<file path="config.mk">
export PLATFORM = sky130hd
export DESIGN_NAME = tank_ctrl_gen
export DESIGN_NICKNAME = d
export VERILOG_FILES = /design/src/rtl/tank_pkg.sv /design/src/rtl/tank_hit_detect.sv /design/src/rtl/tank_ctrl_gen.sv
export SDC_FILE = /design/constraint.sdc
export NUM_CORES = 1
export LEC_CHECK = 0
export ABC_AREA = 1
export BUFFER_PORTS_ARGS = -buffer_cell sky130_fd_sc_hd__buf_2
export CAP_MARGIN = 20
export CELL_PAD_IN_SITES_DETAIL_PLACEMENT = 2
export CELL_PAD_IN_SITES_GLOBAL_PLACEMENT = 2
export CORE_MARGIN = 2
export CORE_UTILIZATION = 33
export CTS_CLUSTER_SIZE = 30
export DETAILED_ROUTE_END_ITERATION = 16
export HOLD_SLACK_MARGIN = 0.03
export PLACE_DENSITY = 0.85
export SLEW_MARGIN = 0
export SYNTH_ARGS = -nofsm -noshare
export SYNTH_HDL_FRONTEND = slang
export SYNTH_SLANG_ARGS = --single-unit
</file>
<file path="constraint.sdc">
create_clock -name clk -period 5 [get_ports clk]
set_input_delay 0.75 -clock clk [delete_from_list [all_inputs] [get_ports clk]]
set_output_delay 0.75 -clock clk [all_outputs]
set_load 0.02 [all_outputs]
</file>
<file path="src/rtl/tank_pkg.sv">
// Shared definitions for the tank controller family: facing codes and FSM states.
package tank_pkg;

  localparam logic [1:0] DIR_UP    = 2'b00;
  localparam logic [1:0] DIR_DOWN  = 2'b01;
  localparam logic [1:0] DIR_LEFT  = 2'b10;
  localparam logic [1:0] DIR_RIGHT = 2'b11;

  typedef enum logic [1:0] {
    ST_ALIVE   = 2'b00,
    ST_HIT     = 2'b01,
    ST_RESPAWN = 2'b10,
    ST_DEAD    = 2'b11
  } tank_fsm_e;

endpackage

</file>
<file path="src/rtl/tank_hit_detect.sv">
// Flags a hit when any valid bullet sits on the given tank cell.
// Purely combinational so the same block serves player and enemy tanks.
module tank_hit_detect #(
  parameter int N_BUL = 4,
  parameter int POS_W = 5
) (
  input  logic [N_BUL*POS_W-1:0] bul_x,
  input  logic [N_BUL*POS_W-1:0] bul_y,
  input  logic [N_BUL-1:0]       bul_vld,
  input  logic [POS_W-1:0]       x_pos,
  input  logic [POS_W-1:0]       y_pos,
  output logic                   hit
);

  logic [N_BUL-1:0] match;

  genvar gi;
  generate
    for (gi = 0; gi < N_BUL; gi++) begin : g_cmp
      assign match[gi] = bul_vld[gi]
                         && (bul_x[gi*POS_W +: POS_W] == x_pos)
                         && (bul_y[gi*POS_W +: POS_W] == y_pos);
    end
  endgenerate

  assign hit = |match;

endmodule

</file>
<file path="src/rtl/tank_ctrl_gen.sv">
// Player tank controller: grid position/facing, internal move-rate divider,
// bullet hit detection, lives with respawn delay and edge-triggered shooting.
module tank_ctrl_gen
  import tank_pkg::*;
#(
  parameter int GRID_W      = 16,
  parameter int GRID_H      = 20,
  parameter int POS_W       = 5,
  parameter int N_BUL       = 4,
  parameter int LIVES       = 3,
  parameter int MOVE_DIV    = 12_500_000,
  parameter int RESPAWN_CYC = 25_000_000,
  parameter int START_X     = 8,
  parameter int START_Y     = 18
) (
  input  logic                         clk,
  input  logic                         rst,
  input  logic                         tank_en,
  input  logic                         bt_w,
  input  logic                         bt_a,
  input  logic                         bt_s,
  input  logic                         bt_d,
  input  logic                         bt_st,
  input  logic [N_BUL*POS_W-1:0]       bul_x,
  input  logic [N_BUL*POS_W-1:0]       bul_y,
  input  logic [N_BUL-1:0]             bul_vld,
  input  logic                         mybul_busy,
  output logic [POS_W-1:0]             x_pos,
  output logic [POS_W-1:0]             y_pos,
  output logic [1:0]                   tank_dir,
  output logic                         tank_state,
  output logic [$clog2(LIVES+1)-1:0]   lives,
  output logic                         game_over,
  output logic                         bul_sht
);

  localparam int LIVES_W = $clog2(LIVES + 1);
  localparam int MCNT_W  = $clog2(MOVE_DIV);
  localparam int RCNT_W  = (RESPAWN_CYC > 1) ? $clog2(RESPAWN_CYC) : 1;

  localparam logic [POS_W-1:0]   START_XV = POS_W'(START_X);
  localparam logic [POS_W-1:0]   START_YV = POS_W'(START_Y);
  localparam logic [POS_W-1:0]   X_MAX    = POS_W'(GRID_W - 1);
  localparam logic [POS_W-1:0]   Y_MAX    = POS_W'(GRID_H - 1);
  localparam logic [MCNT_W-1:0]  MCNT_MAX = MCNT_W'(MOVE_DIV - 1);
  localparam logic [RCNT_W-1:0]  RCNT_MAX = RCNT_W'(RESPAWN_CYC - 1);

  tank_fsm_e           state_reg, state_next;
  logic [POS_W-1:0]    x_reg, y_reg;
  logic [1:0]          dir_reg;
  logic [LIVES_W-1:0]  lives_reg;
  logic [MCNT_W-1:0]   mcnt_reg;
  logic [RCNT_W-1:0]   rcnt_reg;
  logic                st_prev_reg;
  logic                sht_reg;

  logic                hit;
  logic                alive;
  logic                run;
  logic                step;
  logic                resp_done;
  logic [POS_W-1:0]    x_next, y_next;
  logic [1:0]          dir_next;

  tank_hit_detect #(
    .N_BUL (N_BUL),
    .POS_W (POS_W)
  ) u_hit (
    .bul_x   (bul_x),
    .bul_y   (bul_y),
    .bul_vld (bul_vld),
    .x_pos   (x_reg),
    .y_pos   (y_reg),
    .hit     (hit)
  );

  // A hit in ALIVE pre-empts both a move step and a shoot in the same cycle.
  assign alive     = (state_reg == ST_ALIVE);
  assign run       = alive && tank_en && !hit;
  assign step      = run && (mcnt_reg == MCNT_MAX);
  assign resp_done = (state_reg == ST_RESPAWN) && (rcnt_reg == RCNT_MAX);

  always_ff @(posedge clk) begin
    if (rst) begin
      state_reg <= ST_ALIVE;
    end else begin
      state_reg <= state_next;
    end
  end

  always_comb begin
    state_next = state_reg;
    case (state_reg)
      ST_ALIVE:   if (hit) state_next = ST_HIT;
      ST_HIT:     state_next = (lives_reg == LIVES_W'(1)) ? ST_DEAD : ST_RESPAWN;
      ST_RESPAWN: if (resp_done) state_next = ST_ALIVE;
      default:    state_next = ST_DEAD;
    endcase
  end

  // Button priority w > s > a > d; facing updates even when clamped at an edge.
  always_comb begin
    x_next   = x_reg;
    y_next   = y_reg;
    dir_next = dir_reg;
    if (bt_w) begin
      dir_next = DIR_UP;
      if (y_reg != '0) y_next = y_reg - POS_W'(1);
    end else if (bt_s) begin
      dir_next = DIR_DOWN;
      if (y_reg != Y_MAX) y_next = y_reg + POS_W'(1);
    end else if (bt_a) begin
      dir_next = DIR_LEFT;
      if (x_reg != '0) x_next = x_reg - POS_W'(1);
    end else if (bt_d) begin
      dir_next = DIR_RIGHT;
      if (x_reg != X_MAX) x_next = x_reg + POS_W'(1);
    end
  end

  always_ff @(posedge clk) begin
    if (rst) begin
      x_reg       <= START_XV;
      y_reg       <= START_YV;
      dir_reg     <= DIR_UP;
      lives_reg   <= LIVES_W'(LIVES);
      mcnt_reg    <= '0;
      rcnt_reg    <= '0;
      st_prev_reg <= 1'b0;
      sht_reg     <= 1'b0;
    end else begin
      st_prev_reg <= bt_st;
      sht_reg     <= run && !mybul_busy && bt_st && !st_prev_reg;

      if (state_reg == ST_HIT) begin
        lives_reg <= lives_reg - LIVES_W'(1);
      end

      if (state_reg == ST_RESPAWN) begin
        rcnt_reg <= rcnt_reg + RCNT_W'(1);
      end else begin
        rcnt_reg <= '0;
      end

      if (resp_done) begin
        x_reg    <= START_XV;
        y_reg    <= START_YV;
        dir_reg  <= DIR_UP;
        mcnt_reg <= '0;
      end else if (run) begin
        mcnt_reg <= (mcnt_reg == MCNT_MAX) ? '0 : mcnt_reg + MCNT_W'(1);
        if (step) begin
          x_reg   <= x_next;
          y_reg   <= y_next;
          dir_reg <= dir_next;
        end
      end
    end
  end

  always_comb begin
    x_pos      = x_reg;
    y_pos      = y_reg;
    tank_dir   = dir_reg;
    lives      = lives_reg;
    tank_state = (state_reg == ST_ALIVE);
    game_over  = (state_reg == ST_DEAD);
    bul_sht    = sht_reg;
  end

endmodule

</file>
# Word-level counts from Yosys, hierarchy flattened
# Index checks and enable logic that the tools add are counted.
totals:
  reg_bits: 67
  input_bits: 53
  output_inout_bits: 17
  word_cells: 89
op_classes:
  addsub: 7
  n_eq_ne: 20
  mux: 17
  n_bitwise: 3
  reduce_logical: 33
ops:
  columns: ["operator", "count"]
  rows:
  - ["equality test 5 bit", 8]
  - ["two-way mux 5 bit", 8]
  - ["adder 25 x 1 -> 25 bit, second input constant", 1]
  - ["equality test 25 bit, second input constant", 1]
  - ["adder 24 x 1 -> 24 bit, second input constant", 1]
  - ["equality test 24 bit, second input constant", 1]
  - ["two-way mux 24 bit", 1]
  - ["logical AND 1 bit", 15]
  - ["two-way mux 2 bit", 6]
  - ["adder 5 x 1 -> 5 bit, second input constant", 2]
  - ["nonzero test 5 bit", 2]
  - ["subtractor 5 x 1 -> 5 bit, second input constant", 2]
  - ["nonzero test 2 bit", 4]
  - ["AND reduction 7 bit", 1]
  - ["case mux 2 bit (3 select lines)", 1]
  - ["inequality test 5 x 4 -> 1 bit, second input constant", 1]
  - ["inequality test 5 bit, second input constant", 1]
  - ["AND reduction 5 bit", 1]
  - ["equality test 2 x 1 -> 1 bit, second input constant", 2]
  - ["equality test 2 bit, second input constant", 2]
  - ["inequality test 2 x 1 -> 1 bit, second input constant", 2]
  - ["inequality test 2 bit, second input constant", 2]
  - ["nonzero test 4 bit", 1]
  - ["OR reduction 2 bit", 2]
  - ["other kinds (8)", 12]

# Depth between registers and ports, before layout
depth:
  word_depth: 9
  ltp_mapped: 15

# Modules after synthesis
# From an unflattened synthesis, not the netlist that was laid out.
unflattened:
  cells_unflattened: 745
  hier_area_um2: 4514.3
by_module_without_submodules:
  columns: ["module", "instances", "cells_per_inst", "area_per_inst_um2"]
  rows:
  - ["tank_ctrl_gen", 1, 569, 3749.8]
  - ["tank_hit_detect", 1, 176, 764.5]

# Worst setup path after synthesis
# No wires, ideal clock.
synth_timing:
  path_kind: "input to register"
  start: "input bul_y[3]"
  end: "register mcnt_reg[16]"
  setup_time_ns: 0.122
  arrival_ns: 1.843
  required_ns: 4.878
  setup_slack_ns: 3.035
  cell_stages: 10
  cell_sequence: "or2_1 -> nand3_1 -> nor2_1 -> nand2_1 -> nand2_2 -> nor2_4 -> nand2_2 -> buf_2 -> nor3_1 -> nor3b_2"
synth_between:
  elab_chain_len: 5
synth_lines:
  columns: ["item", "line", "text"]
  rows:
  - ["start, declared", "tank_ctrl_gen.sv:25", "input logic [N_BUL*POS_W-1:0] bul_y,"]
  - ["equality test 5 bit", "tank_hit_detect.sv:22", "&& (bul_y[gi*POS_W +: POS_W] == y_pos);"]
  - ["logical AND 1 bit", "tank_hit_detect.sv:22", null]
  - ["OR reduction 4 bit", "tank_hit_detect.sv:26", "assign hit = |match;"]
  - ["zero test 1 bit", "tank_ctrl_gen.sv:79", "assign run = alive && tank_en && !hit;"]
  - ["logical AND 1 bit", "tank_ctrl_gen.sv:79", null]
  - ["end signal, assigned", "tank_ctrl_gen.sv:151", "mcnt_reg <= (mcnt_reg == MCNT_MAX) ? '0 : mcnt_reg + MCNT_W'(1);"]
  - ["end, declared", "tank_ctrl_gen.sv:52", "logic [MCNT_W-1:0] mcnt_reg;"]
# Every way passes these cells.
# A chain may end at the register's enable or synchronous reset.

# Final worst setup path
layout_timing:
  start: "register x_reg[3] (netlist: x_pos[3])"
  end: "register dir_reg[1] (netlist: tank_dir[1])"
layout_between:
  elab_chain_len: 8
  word_cells_on_any_way: 17
  cone_classes: "eq/ne: 4; reduce/logical: 13"
layout_lines:
  columns: ["item", "line", "text"]
  rows:
  - ["start, declared", "tank_ctrl_gen.sv:49", "logic [POS_W-1:0] x_reg, y_reg;"]
  - ["start signal, assigned", "tank_ctrl_gen.sv:153", "x_reg <= x_next;"]
  - ["equality test 5 bit", "tank_hit_detect.sv:21", "&& (bul_x[gi*POS_W +: POS_W] == x_pos)"]
  - ["logical AND 1 bit", "tank_hit_detect.sv:21", null]
  - ["logical AND 1 bit", "tank_hit_detect.sv:22", null]
  - ["OR reduction 4 bit *", "tank_hit_detect.sv:26", null]
  - ["zero test 1 bit *", "tank_ctrl_gen.sv:79", null]
  - ["logical AND 1 bit *", "tank_ctrl_gen.sv:79", null]
  - ["logical AND 1 bit", "tank_ctrl_gen.sv:80", "assign step = run && (mcnt_reg == MCNT_MAX);"]
  - ["AND reduction 3 bit (no line) *", null, null]
  - ["end signal, assigned", "tank_ctrl_gen.sv:155", "dir_reg <= dir_next;"]
  - ["end, declared", "tank_ctrl_gen.sv:50", "logic [1:0] dir_reg;"]
# Every way passes the cells marked *; elsewhere a longest branch is shown, timed or not.

==> flow_summary_export.csv <==
group,metric,value,unit
status,status,"complete, no violations",
pwr,p_leak,2.20,nW
clock_network,clk_pin_slew,0.06,ns
yosys,syn-num-nets,748,
timing,fin_crit_sh,58.9,%
finish,area_delta_synth_final,17.3,%
yosys,synth_edf_count,0,
clock_network,cts_hold_buf,0,
worst_setup_path,setup.worst_path.end_class,"flip-flop",
yosys,synthAdderAreaFrac,3.49,%
route,totalWireLength,15600,um
yosys,synthTopCellsByArea,"dfxtp_1, nand2_1, inv_1",
worst_setup_path,arrival,3.22,ns
global_route,antenna_found_initial,1,
clock_network,cts_num_sinks,67,
clock_network,cts_resized,0,
finish,diodes,0,
yosys,yosysSeqAreaShare,30.7,%
floorplanning,io_pins,70,
floorplanning,rows,42,
timing,fin_setup_tns,0,ns
timing,tightest_slew,0.732,ns
yosys,syn_area,0.00437,mm^2
yosys,synth_top_area_share,30.7,%
worst_setup_path,cp_slowest_stage_delay,0.51,ns
clock_network,postCtsSetupBuffers,0,
clock_network,cts_tree,"built",
timing,relSlewSlack,51.1,%
finish,final_layout_size_suffix_gt1_share,14.3,%
global_route,grt_overflow_total,0,
finish,nets,815,
floorplanning,die_h,119,um
pwr,vdd_drop_max,0.172,mV
yosys,yosysWarnings,0,
yosys,yosys.area.top_type,"dfxtp_1",
floorplanning,die_area,0.0142,mm^2
worst_setup_path,crit_chain,"inv_1 > nand2_1 > nand2_1 > nor3_1 > nand3_1 > nand2_1 > nor2_4 > nand2_2 > clkinv_2 > nand3_1 > nand2_1 > a21oi_1",
pwr,fin_total_pwr,1.32,mW
worst_setup_path,crit_top_cell,"nand2_1",
clock_network,cts_root_buf,"clkbuf_16",
yosys,syn_inst,684,
worst_setup_path,crit_slowest_cell,"dfxtp_1",
floorplanning,core,0.0131,mm^2
floorplanning,initial_core_util,33.4,%
pwr,powerDensity,257,mW/mm^2
pwr,pwr-share-seq,43.0,%
route,ant_nets,0,
finish,finish.utilization,39.2,%
worst_setup_path,crit_fanout,30,
timing,finalHoldViolations,0,
yosys,synthArstFlopShare,0,%
timing,finClkSkew,0.00855,ns
yosys,synth_common_cells,"nand2_1, inv_1, nor2_1, dfxtp_1, a21oi_1",
timing,fin_crit,2.95,ns
yosys,post_synth_xor_area_fraction,6.41,%
worst_hold_path,min_path_type,"flip-flop to flip-flop",
timing,slew_viol_final,0,
global_route,grt_pass1_vias,5275,
yosys,synth_top_family_by_area,"simple AND/OR/NAND/NOR gates",
clock_network,cts-htree-levels,3,
finish,largest_reg_flops,25,
clock_network,numCtsBuffers,9,
route,drt_iter0_markers,128,
clock_network,clock_latency,0.35,ns
worst_setup_path,required,5.27,ns
route,drc,0,
worst_setup_path,critPathLaunchType,"flip-flop",
flow_run,maxCapViolCount,0,
pwr,power.switching,0.378,mW
pwr,p_int,0.942,mW
timing,rsz0062_at_grt,"no",
pwr,switching_share,28.6,%
yosys,synth.most_common_cell,"nand2_1",
route,dr.pass1.iters,6,
route,viasPerCell,5.05,
placed_design,dp_hpwl,12000,um
route,routedWlPerCell,16.8,um
yosys,ys_types,44,
yosys,synthSimpleGateAreaFrac,37.8,%
global_route,track_usage,23.5,%
floorplanning,die-width,119,um
worst_setup_path,worstSetupPathType,"flip-flop to flip-flop",
yosys,ys.flop_type,"dfxtp_1",
placed_design,portBuffers,69,
route,num_vias,4702,
clock_network,clock_path_buffers,2,
placed_design,place.gp.congestion,0.837,
finish,fillers,1620,
timing,timing.fmax,340,MHz
yosys,synth_compound_area_share,10.8,%
global_route,grt_max_degree,31,
yosys,synth_seq_cells,67,
yosys,muxShareOfSynthArea,0,%
pwr,pwr-share-comb,12.2,%
timing,setup_violations,0,
global_route,grt_pass1_wl,26700,um
pwr,power.share.clock,44.8,%
yosys,syn_area_per_cell,6.39,um^2
-- metrics by stage --
| stage | worst slack [ns] | instance area [um^2] | hold slack, ns | instances |
|---|---|---|---|---|
| after floorplan | 3.03 | 4370 | 0.391 | 684 |
| after global placement | 2.02 | 4850 | 0.424 | 916 |
| after detailed placement | 1.87 | 4850 | 0.436 | 916 |
| after CTS | 2.03 | 5130 | 0.437 | 932 |
| after global routing | 1.78 | 5130 | 0.441 | 932 |
| final | 2.05 | 5130 | 0.431 | 932 |
-- logic make-up after synthesis --
logic type,count (synthesis)
XOR/XNOR,32
AND/OR/NAND/NOR,372
flip-flops,67
buffers and inverters,116
AO/OA/AOI/OAI,86
adder cells (fa/ha/maj),11
-- routing by layer --
metal	wire (um)	track usage, %
met1	6840	28.3
met2	8160	42.7
met3	448	4.84
met4	166	5.21
met5	13	0
-- worst max-delay path: cells and delay by family, from the launching register on --
kind	cells	cell delay, ns
compound gates	1	0.13
buf+inv	2	0.67
flops	1	0.51
simple gates	9	1.55
-- worst paths after layout --
path	to	slack [ns]	startpoint	cells past startpoint
worst max-delay path	tank_dir[1]$_SDFFE_PP0P_	2.05	x_pos[3]$_SDFFE_PP1P_	12
worst min-delay path	bul_sht$_SDFF_PP0_	0.43	st_prev_reg$_SDFF_PP0_	1
worst min register to register	bul_sht$_SDFF_PP0_	0.43	st_prev_reg$_SDFF_PP0_	1
worst max register to register	tank_dir[1]$_SDFFE_PP0P_	2.05	x_pos[3]$_SDFFE_PP1P_	12
-- cell type report --
type / instances / area [um^2] / share of cell area [%]
clock buffers: 11 / 233 / 4.54
clock inverters: 5 / 40.0 / 0.781
inverters: 103 / 388 / 7.57
multi-input cells: 501 / 2560 / 49.9
flip-flops and latches: 67 / 1340 / 26.2
well taps: 176 / 220 / 4.30
repair buffers: 69 / 345 / 6.74
-- power by group through the flow --
stage / Combinational (mW) / Sequential, mW / Clock, mW
6_report: 0.161 / 0.568 / 0.591
5_1_grt: 0.183 / 0.571 / 0.631
4_1_cts: 0.163 / 0.568 / 0.604
3_5_place_dp: 0.160 / 0.580 / 0
3_3_place_gp: 0.149 / 0.578 / 0
2_1_floorplan: 0.102 / 0.577 / 0
-- layout by cell type (no fill, tap or decap), types with 2 or more instances in the layout --
cell	count
a31oi_1	3
ha_1	9
a21oi_1	41
o21a_1	5
clkinvlp_4	3
xor2_1	17
o211ai_1	3
nand2_2	2
nand3_1	38
o21ai_1	7
dfxtp_1	67
nor4_1	9
or2_1	3
nand4_1	22
a21o_1	2
o21ai_0	19
fa_1	2
nor3_2	4
nor2_1	87
clkbuf_16	9
inv_2	5
nand2_1	171
buf_2	69
nor3b_1	2
nor3_1	19
clkbuf_1	2
nor2_2	6
xnor2_1	15
or2_2	3
clkinv_4	2
inv_1	96
Note: power is estimated with default switching activity, not from simulation.
